--- config.mk ---
export PLATFORM = sky130hd
export DESIGN_NAME = serial_subtractor
export DESIGN_NICKNAME = d
export VERILOG_FILES = /design/src/rtl/serial_subtractor_pkg.sv /design/src/rtl/serial_subtractor_fs.sv /design/src/rtl/serial_subtractor.sv
export SDC_FILE = /design/constraint.sdc
export NUM_CORES = 1
export LEC_CHECK = 0
export CORE_ASPECT_RATIO = 0.5
export CORE_MARGIN = 2
export CORE_UTILIZATION = 40
export CTS_CLUSTER_DIAMETER = 50
export CTS_CLUSTER_SIZE = 14
export DETAILED_ROUTE_END_ITERATION = 8
export MAX_ROUTING_LAYER = met4
export PLACE_DENSITY_LB_ADDON = 0.12
export REMOVE_ABC_BUFFERS = 1
export SETUP_SLACK_MARGIN = 0.4
export SLEW_MARGIN = 5
export SYNTH_ARGS = -nofsm -noshare
export SYNTH_HDL_FRONTEND = slang
export SYNTH_SLANG_ARGS = --single-unit
--- constraint.sdc ---
create_clock -name clk -period 4.4 [get_ports clk]
set_clock_uncertainty 0.1 [all_clocks]
set_input_delay 0.88 -clock clk [delete_from_list [all_inputs] [get_ports clk]]
set_output_delay 0.88 -clock clk [all_outputs]
set_load 0.01 [all_outputs]
--- src/rtl/serial_subtractor_pkg.sv ---
// Shared types for the bit-serial subtractor.
// Holds the FSM state encoding used by the top level.
package serial_subtractor_pkg;

    typedef enum logic [1:0] {
        IDLE = 2'd0,
        RUN  = 2'd1,
        DONE = 2'd2
    } state_t;

endpackage

--- src/rtl/serial_subtractor_fs.sv ---
// Combinational full-subtractor cell.
// Two-input NAND network, same shape as the adder carry cell.
module fs_cell (
    output logic diff,
    output logic bout,
    input  logic a,
    input  logic b,
    input  logic bin
);

    logic n1, n2, n3, x;
    logic m1, m2, m3;
    logic na, nx, p, q;

    // x = a ^ b from four NANDs
    assign n1 = ~(a & b);
    assign n2 = ~(a & n1);
    assign n3 = ~(b & n1);
    assign x  = ~(n2 & n3);

    assign m1   = ~(x & bin);
    assign m2   = ~(x & m1);
    assign m3   = ~(bin & m1);
    assign diff = ~(m2 & m3);

    // bout = (~a & b) | (~x & bin)
    assign na   = ~(a & a);
    assign nx   = ~(x & x);
    assign p    = ~(na & b);
    assign q    = ~(nx & bin);
    assign bout = ~(p & q);

endmodule

--- src/rtl/serial_subtractor.sv ---
// Bit-serial subtractor: a - b - bin, LSB first.
// One fs_cell is reused every RUN cycle.
module serial_subtractor
    import serial_subtractor_pkg::*;
#(
    parameter int WIDTH = 8
) (
    input  logic             clk,
    input  logic             rst_n,
    input  logic             start,
    input  logic [WIDTH-1:0] a,
    input  logic [WIDTH-1:0] b,
    input  logic             bin,
    output logic             busy,
    output logic             done,
    output logic [WIDTH-1:0] diff,
    output logic             bout
);

    localparam int CW = (WIDTH > 1) ? $clog2(WIDTH) : 1;

    state_t           state;
    state_t           state_nx;
    logic [WIDTH-1:0] sa;
    logic [WIDTH-1:0] sb;
    logic [WIDTH-1:0] res;
    logic [CW-1:0]    cnt;
    logic             br;
    logic             d_bit;
    logic             b_bit;
    logic             last;

    fs_cell u_cell (
        .diff (d_bit),
        .bout (b_bit),
        .a    (sa[0]),
        .b    (sb[0]),
        .bin  (br)
    );

    assign last = (cnt == CW'(WIDTH - 1));
    assign busy = (state == RUN);
    assign done = (state == DONE);

    always_comb begin
        state_nx = state;
        unique case (state)
            IDLE:    if (start) state_nx = RUN;
            RUN:     if (last) state_nx = DONE;
            DONE:    state_nx = IDLE;
            default: state_nx = IDLE;
        endcase
    end

    always_ff @(posedge clk) begin
        if (!rst_n) begin
            state <= IDLE;
            sa    <= '0;
            sb    <= '0;
            res   <= '0;
            cnt   <= '0;
            br    <= 1'b0;
            diff  <= '0;
            bout  <= 1'b0;
        end else begin
            state <= state_nx;
            unique case (state)
                IDLE: begin
                    if (start) begin
                        sa  <= a;
                        sb  <= b;
                        br  <= bin;
                        cnt <= '0;
                    end
                end
                RUN: begin
                    sa  <= sa >> 1;
                    sb  <= sb >> 1;
                    br  <= b_bit;
                    res <= {d_bit, res[WIDTH-1:1]};
                    // Outputs move only on the final bit
                    if (last) begin
                        diff <= {d_bit, res[WIDTH-1:1]};
                        bout <= b_bit;
                    end else begin
                        cnt <= cnt + CW'(1);
                    end
                end
                default: ;
            endcase
        end
    end

endmodule

==> results of run 1 <==
[final cells by class]
cell class              instances  area, µm²  area share [%]
well taps                      54       67.6            3.45
multi-input cells             117        727            37.1
flip-flops and latches         38        761            38.8
inverters                       4       20.0            1.02
clock buffers                   7       76.3            3.90
repair buffers                 31        308            15.7
[final timing paths]
check	startpoint	slack [ns]	end	cells past startpoint
max	state[0]$_SDFFE_PN0P_	1.46	busy	4
min reg2reg	diff[0]$_SDFFE_PN0P_	0.35	diff[0]$_SDFFE_PN0P_	2
min	diff[0]$_SDFFE_PN0P_	0.35	diff[0]$_SDFFE_PN0P_	2
max reg2reg	state[0]$_SDFFE_PN0P_	2.70	sa[4]$_SDFFE_PN0P_	4
[metal layers]
layer / track usage, % / part of all wire [%] / vias up
li1: - / - / 649
met1: 17.1 / 50 / 528
met2: 21.7 / 45 / 26
met3: 7.01 / 4.9 / 0
met4: 3.68 / 0 / 0
met5: - / 0 / -
[registers in the layout, summed over array words and instances, names as in the netlist]
| register | cells |
|---|---|
| bout | 1 |
| br | 1 |
| cnt | 3 |
| diff | 8 |
| res | 7 |
| sa | 8 |
| sb | 8 |
| state | 2 |
[metrics by stage]
stage | power (mW) | instances
after floorplan | 0.434 | 159
after detailed placement | 0.468 | 244
after global routing | 0.719 | 251
after global placement | 0.466 | 244
final | 0.676 | 251
after CTS | 0.688 | 251
[critical path, delay by kind of cell (launching register included)]
family	cells	cell delay [ns]
simple gates	1	0.29
buf+inv	3	1.08
flops	1	0.31
[cell families after synthesis]
| group | share of synthesized area [%] |
|---|---|
| and+or+nand+nor | 16.6 |
| AOI/OAI and AO/OA | 16.3 |
| DFF | 47.9 |
| buffers and inverters | 6.23 |
| muxes | 10.1 |
| adders and majority gates | 2.84 |
[report_power, final]
group | internal [mW] | switching (mW)
registers | 0.362 | 0.00953
clock network | 0.109 | 0.108
logic | 0.0432 | 0.0444
total | 0.514 | 0.162
[placed cells by master (no fill, tap or decap)]
| master | netlist | layout |
|---|---|---|
| fa_1 | 1 | 1 |
| clkinv_1 | 1 | 1 |
| buf_4 | 4 | 1 |
| inv_1 | 2 | 2 |
| mux2i_1 | 16 | 16 |
| and4bb_2 | 1 | 1 |
| dfxtp_1 | 38 | 38 |
| ha_1 | 2 | 2 |
| nand2_1 | 24 | 24 |
| o21ba_2 | 1 | 1 |
| clkbuf_1 | 3 | 2 |
| nand2b_1 | 3 | 3 |
| nor2_1 | 20 | 20 |
| o21ai_0 | 2 | 2 |
| a211oi_1 | 15 | 15 |
| o31ai_1 | 1 | 1 |
| a311oi_1 | 1 | 1 |
| inv_6 | 1 | 1 |
| a22oi_1 | 2 | 2 |
| clkbuf_8 | 0 | 5 |
| a21oi_1 | 15 | 15 |
| clkdlybuf4s50_1 | 0 | 30 |
| a211oi_2 | 1 | 1 |
| nor2b_1 | 1 | 1 |
| and2_1 | 1 | 1 |
| nand3_1 | 7 | 7 |
| o21bai_1 | 1 | 1 |
| nand3b_2 | 1 | 1 |
| nor3b_1 | 1 | 1 |
==> impl_metrics.yaml, run 1 <==
clock_network:
  clk_latency_ns: 0.28
  cts.sinks: 38
  cts_tree: "built"
  cts_resized: 0
  clockRootBuffer: "clkbuf_8"
  numCtsBuffers: 5
  clockBufferDepth: 2
  cts_hold_buf: 0
  postCtsSetupRepairBufs: 0
  h-tree-depth: 2
  clk_pin_slew_worst_paths_ns: 0.07
outcome:
  status: "completed"
synthesis:
  yosys-top-cells-area: "dfxtp_1 (48%), mux2i_1 (10%), a211oi_1 (7.1%)"
  synth_top_area_share_pct: 47.9
  netlist_area_um2: 1590
  synth_most_common_cell: "dfxtp_1"
  synthFlopType: "dfxtp_1"
  synth-edff-count: 0
  async_flop_share_pct: 0
  synth_common_cells: "dfxtp_1 (38), nand2_1 (24), nor2_1 (20), mux2i_1 (16)"
  postSynthCellCount: 171
  synth.avg_cell_area_um2: 9.28
  yosys.area.top_type: "dfxtp_1"
  synth_cell_types: 29
  synth-seq-cells: 38
  synth_seq_area_share_pct: 47.9
  ys_warn_count: 0
setup_path:
  cp-start-kind: "register"
  required_ns: 3.42
  worstSetupPathType: "register to output pin"
  cp_slowest_cell: "clkdlybuf4s50_1"
  cp_max_fo: 24
  critPathMaxStageDelay_ns: 0.56
  worst_ep_arrival_time_ns: 1.96
  path_cells: "buf_4, nand2b_1, inv_6, clkdlybuf4s50_1"
  cp-end-kind: "output pin"
grt:
  overflow: 0
  grt_pass1_vias: 1085
  grt_max_degree: 36
  groute.usage.overall_pct: 14.3
  antenna_found_initial: 0
  grt_pass1_wl_um: 4880
power:
  power_density_nw_per_um2: 345
  leakage_nw: 0.706
  ir_drop_mv: 0.141
sta:
  setup_viol: 0
  rsz0062_at_grt: "false"
  setup_tns_ns: 0
  finalCritPeriodShare_pct: 66.8
  maxSlewViolCount: 0
  post-route-min-period_ns: 2.94
  fin_hold_ws_ns: 0.354
  max_freq_mhz: 340
  setup_ws_ns: 1.46
  hold_viol: 0
  slew_headroom_pct: 38.2
  worst_slew_pin_slew_ns: 0.921
layout:
  nets: 220
  drive_gt1_share_pct: 5.58
  area_growth_pct: 23.5
  fillerInstances: 383
  stdcell_area_um2: 1960
  postLayoutCoreUtil_pct: 51.0
  diodes: 0
routing:
  routed_wl_um: 2790
  drc: 0
  avgViaCountPerCell: 4.79
  routed-via-count: 1203
  wl_per_cell_um: 11.1
  drtAntennaViolNets: 0
  drt_iter0_drc: 18
  dr.pass1.iters: 4
worst_hold_path:
  hp-class: "register to register"
placement:
  gp_congestion: 0.708
  pre_cts_slack_ns: 1.49
  port_buffers: 30
  place_area_um2: 1880
  dp_hpwl_um: 1910
die:
  core-area_um2: 3840
  row_count: 16
  initial_utilization_pct: 41.3
  die-area_um2: 4520
  die_x_um: 93.1
  dieHeight_um: 48.5
  ios: 31
run:
  cap_violations: 0
Note: power is estimated with default switching activity, not from simulation.
==> run 2, diff against run 1 <==
==> constraint.sdc (replaced) <==
create_clock -name clk -period 2.7 [get_ports clk]
set_clock_uncertainty 0.1 [all_clocks]
set_input_delay 0.54 -clock clk [delete_from_list [all_inputs] [get_ports clk]]
set_output_delay 0.54 -clock clk [all_outputs]
set_load 0.01 [all_outputs]
==> impl_metrics.yaml, run 2 (same netlist as run 1, synthesis figures left out) <==
placement:
  port_buffers: 30
  place_area_um2: 1900
  dp_cells: 246
  gp_congestion: 0.707
  dp_hpwl_um: 1930
run:
  cap_violations: 0
routing:
  avgViaCountPerCell: 4.88
  drtAntennaViolNets: 0
  routed-via-count: 1240
  routed_wl_um: 2860
  drc: 0
  drt_iter0_drc: 45
  met2_length_um: 1230
  top_layer: "met4"
  wl_met1_um: 1460
  wl_met3_um: 149
  wl_per_cell_um: 11.3
  dr.pass1.iters: 4
sta:
  maxSlewViolCount: 0
  hold_viol: 0
  setup_tns_ns: 0
  rsz0062_at_grt: "false"
  worst_slew_pin_slew_ns: 0.583
  slew_headroom_pct: 61.2
  max_freq_mhz: 455
  finalCritPeriodShare_pct: 81.5
  post-route-min-period_ns: 2.20
  fin_hold_ws_ns: 0.354
  setup_viol: 0
setup_path:
  critPathMaxStageDelay_ns: 0.56
  reg2reg_slack_ns: 0.97
  cp_max_fo: 18
  worst_ep_arrival_time_ns: 1.56
  required_ns: 2.06
  path_cells: "nand2b_4, inv_6, clkdlybuf4s50_1"
  cp-end-kind: "output pin"
  cp_slowest_cell: "clkdlybuf4s50_1"
  cp-start-kind: "register"
  worstSetupPathType: "register to output pin"
die:
  row_count: 16
  ios: 31
  die-area_um2: 4520
  initial_utilization_pct: 41.3
  die_x_um: 93.1
  dieHeight_um: 48.5
  core-area_um2: 3840
clock_network:
  cts.sinks: 38
  clockRootBuffer: "clkbuf_8"
  numCtsBuffers: 5
  cts_tree: "built"
  clockBufferDepth: 2
  cts_hold_buf: 0
  h-tree-depth: 2
  clk_pin_slew_worst_paths_ns: 0.07
  clk_latency_ns: 0.28
layout:
  reg.largest.list: "diff (8), sa (8), sb (8)"
  drive_gt1_share_pct: 8.50
  area_growth_pct: 29.3
  diodes: 0
  stdcell_area_um2: 2050
  postLayoutCoreUtil_pct: 53.4
  layout_common_cells: "dfxtp_1 (38), clkdlybuf4s50_1 (30), nand2_1 (24)"
  nets: 222
  final_common_cell: "dfxtp_1"
  layout.cells.non_filler: 254
power:
  power_density_nw_per_um2: 655
  ir_drop_mv: 0.282
  leakage_nw: 0.751
grt:
  groute.usage.overall_pct: 14.5
  antenna_found_initial: 0
  grt_max_degree: 31
  grt_pass1_vias: 1128
  grt_pass1_wl_um: 4990
  overflow: 0
worst_hold_path:
  hp-class: "register to register"
outcome:
  status: "completed"
## run 2: cell count changes in the layout (fill, tap and decap cells not counted), sizes merged
cell and change:
clkbuf -1, bufinv +2, buf +2
## run 2: path summary, 6_finish.rpt
kind,endpoint,depth (start not counted),startpoint
hold reg to reg,diff[0]$_SDFFE_PN0P_,2,diff[0]$_SDFFE_PN0P_
setup / recovery,busy,3,state[1]$_SDFFE_PN0P_
hold / removal,diff[0]$_SDFFE_PN0P_,2,diff[0]$_SDFFE_PN0P_
setup reg to reg,sa[1]$_SDFFE_PN0P_,4,state[0]$_SDFFE_PN0P_
## run 2: critical path: cells and delay by family (launching register included)
family | cells | cell delay [ns]
buffers and inverters | 2 | 0.70
flip-flops | 1 | 0.37
AND/OR/NAND/NOR | 1 | 0.21
## run 2: timing repair
item / 4_1_cts / 5_1_grt
gates resized for setup: 2 / 1
setup endpoints to repair: 1 / 1
setup buffers: 0 / 0
## run 2: layout make-up
cell class,count,area [µm²]
Inverter,4,20.0
Tap cell,54,67.6
Sequential cell,38,761
Clock inverter,2,60.1
Fill cell,375,1790
Timing Repair Buffer,33,327
Multi-Input combinational cell,117,734
Clock buffer,6,82.6
## run 2: where the power goes
part	internal [mW]	total [mW]	switching [mW]
registers	0.589	0.605	0.0165
logic	0.0736	0.146	0.0726
clock network	0.394	0.593	0.199
total	1.06	1.34	0.288
## run 2: through the flow
stage                     power, mW  worst slack, ns
after floorplan               0.707            0.606
after global placement        0.760            0.633
after detailed placement      0.764            0.587
after CTS                      1.36            0.448
after global routing           1.41            0.406
final                          1.34            0.501
## run 2: layer usage
metal	vias up	track usage [%]
li1	650	-
met1	561	18.3
met2	27	21.5
met3	2	5.76
met4	0	4.41
met5	-	-
==> run 3, diff against run 2 <==
==> constraint.sdc (replaced) <==
create_clock -name clk -period 1.9 [get_ports clk]
set_clock_uncertainty 0.1 [all_clocks]
set_input_delay 0.38 -clock clk [delete_from_list [all_inputs] [get_ports clk]]
set_output_delay 0.38 -clock clk [all_outputs]
set_load 0.01 [all_outputs]
==> impl_metrics.yaml, run 3 (same netlist as run 1, synthesis figures left out) <==
die:
  dieHeight_um: 48.5
  die_x_um: 93.1
  initial_utilization_pct: 41.3
  die-area_um2: 4520
  core-area_um2: 3840
  ios: 31
  row_count: 16
power:
  p_clk_share_pct: 43.3
  ir_drop_mv: 0.406
  netSwitchingPower_mw: 0.405
  power_density_nw_per_um2: 894
  leakage_nw: 0.850
  switching_share_pct: 21.0
  power_frac_seq_pct: 44.8
  combPwrFrac_pct: 11.9
  cell_internal_pwr_mw: 1.52
  finalPower_mw: 1.92
clock_network:
  h-tree-depth: 2
  clk_pin_slew_worst_paths_ns: 0.07
  cts_tree: "built"
  clockRootBuffer: "clkbuf_8"
  numCtsBuffers: 5
  cts.sinks: 38
  clk_latency_ns: 0.28
  cts_hold_buf: 0
  clockBufferDepth: 2
routing:
  wl_per_cell_um: 11.0
  routed-via-count: 1233
  dr.pass1.iters: 4
  drc: 0
  routed_wl_um: 2890
  drtAntennaViolNets: 0
  drt_iter0_drc: 36
  avgViaCountPerCell: 4.71
placement:
  gp_congestion: 0.715
  port_buffers: 30
  dp_hpwl_um: 1920
setup_path:
  cp-start-kind: "register"
  r2r-start: "state[0]$_SDFFE_PN0P_"
  cp_slowest_cell: "dfxtp_2"
  required_ns: 1.42
  path_cells: "buf_6, nor2b_4, buf_6"
  worst_ep_arrival_time_ns: 0.97
  cp_max_fo: 5
  reg2reg_slack_ns: 0.50
  worstSetupPathType: "register to output pin"
  reg2regPathDepth: 5
  r2r_end: "sb[6]$_SDFFE_PN0P_"
  critPathMaxStageDelay_ns: 0.34
  cp-end-kind: "output pin"
  path_common_cell: "buf_6"
worst_hold_path:
  min_path_cells: 2
  worstHoldStart: "diff[2]$_SDFFE_PN0P_"
  holdPathEnd: "diff[2]$_SDFFE_PN0P_"
  hp-class: "register to register"
layout:
  layout_common_cells: "dfxtp_1 (36), nand2_1 (24), nor2_1 (20)"
  final_common_cell: "dfxtp_1"
  nets: 230
  reg.largest.list: "diff (8), sa (8), sb (8)"
  drive_gt1_share_pct: 15.4
  diodes: 0
  area_growth_pct: 35.7
  fillerInstances: 368
sta:
  fin_hold_ws_ns: 0.350
  slew_headroom_pct: 83.9
  maxSlewViolCount: 0
  post-route-min-period_ns: 1.45
  hold_viol: 0
  setup_viol: 0
  worst_slew_pin_slew_ns: 0.240
  rsz0062_at_grt: "true"
  finalCritPeriodShare_pct: 76.5
  max_freq_mhz: 688
grt:
  grt_max_degree: 36
  grt_pass1_vias: 1098
  antenna_found_initial: 0
  grt_pass1_wl_um: 4920
  groute.usage.overall_pct: 14.2
  overflow: 0
outcome:
  status: "completed"
run:
  cap_violations: 0
[run 3: cell count changes in the layout (fill, tap and decap cells not counted), moves of 2 or more]
cell,before,now
clkdlybuf4s50_1,30,19
buf_12,0,3
dfxtp_1,38,36
buf_4,2,7
dlygate4sd2_1,0,9
[run 3: worst max-delay path by stage]
| stage | startpoint | end | slack, ns | cells after the start |
|---|---|---|---|---|
| 2_1_floorplan | state[0]$_SDFFE_PN0P_ | diff[7]$_SDFFE_PN0P_ | -0.06 | 4 |
| 3_3_place_gp | state[1]$_SDFFE_PN0P_ | busy | 0.22 | 3 |
| 3_5_place_dp | start | sb[5]$_SDFFE_PN0P_ | 0.19 | 5 |
| 4_1_cts | state[1]$_SDFFE_PN0P_ | busy | 0.31 | 3 |
| 5_1_grt | cnt[0]$_SDFFE_PN0P_ | cnt[1]$_SDFFE_PN0P_ | 0.38 | 5 |
| 6_report | state[1]$_SDFFE_PN0P_ | done | 0.45 | 3 |
[run 3: per-layer routing]
layer  global-route usage, %  share of wire (%)  vias up
li1                        -                  -      668
met1                    17.3                 49      539
met3                    5.14                4.9        2
met4                    5.15               0.73        0
met5                       -                  0        -
met2                    22.0                 45       24
[run 3: power groups by stage]
| stage | registers (mW) | logic, mW | clock network [mW] |
|---|---|---|---|
| after floorplan | 0.884 | 0.120 | 0 |
| after global placement | 0.876 | 0.218 | 0 |
| after detailed placement | 0.878 | 0.220 | 0 |
| after CTS | 0.862 | 0.222 | 0.857 |
| after global routing | 0.867 | 0.252 | 0.899 |
| final | 0.862 | 0.228 | 0.834 |
[run 3: area by class of cell]
class / instances / area (µm²) / area share, %
inverters: 4 / 20.0 / 0.930
multi-input cells: 117 / 748 / 34.7
well taps: 54 / 67.6 / 3.14
flip-flops and latches: 38 / 766 / 35.6
repair buffers: 41 / 409 / 19.0
clock inverters: 2 / 60.1 / 2.79
clock buffers: 6 / 82.6 / 3.83
[run 3: timing repair]
item,in CTS,in global routing
pin swaps,0,1
resized for setup,21,10
endpoints found under the setup margin,26,21
setup buffers,0,4
[run 3: critical path, delay by kind of cell (launching register included)]
| kind | cells | cell delay (ns) |
|---|---|---|
| buffers and inverters | 2 | 0.21 |
| and+or+nand+nor | 1 | 0.14 |
| DFF | 1 | 0.34 |
[run 3: stage by stage]
step | instances | setup slack (ns) | setup TNS (ns) | cell area [µm²] | utilization [%]
6_report | 262 | 0.447 | 0 | 2150 | 56.0
5_1_grt | 262 | 0.378 | 0 | 2150 | 56.0
4_1_cts | 258 | 0.309 | 0 | 2100 | 54.6
3_5_place_dp | 250 | 0.186 | 0 | 1950 | 50.8
3_3_place_gp | 250 | 0.223 | 0 | 1950 | 50.8
2_1_floorplan | 159 | -0.0588 | -0.0930 | 1510 | -
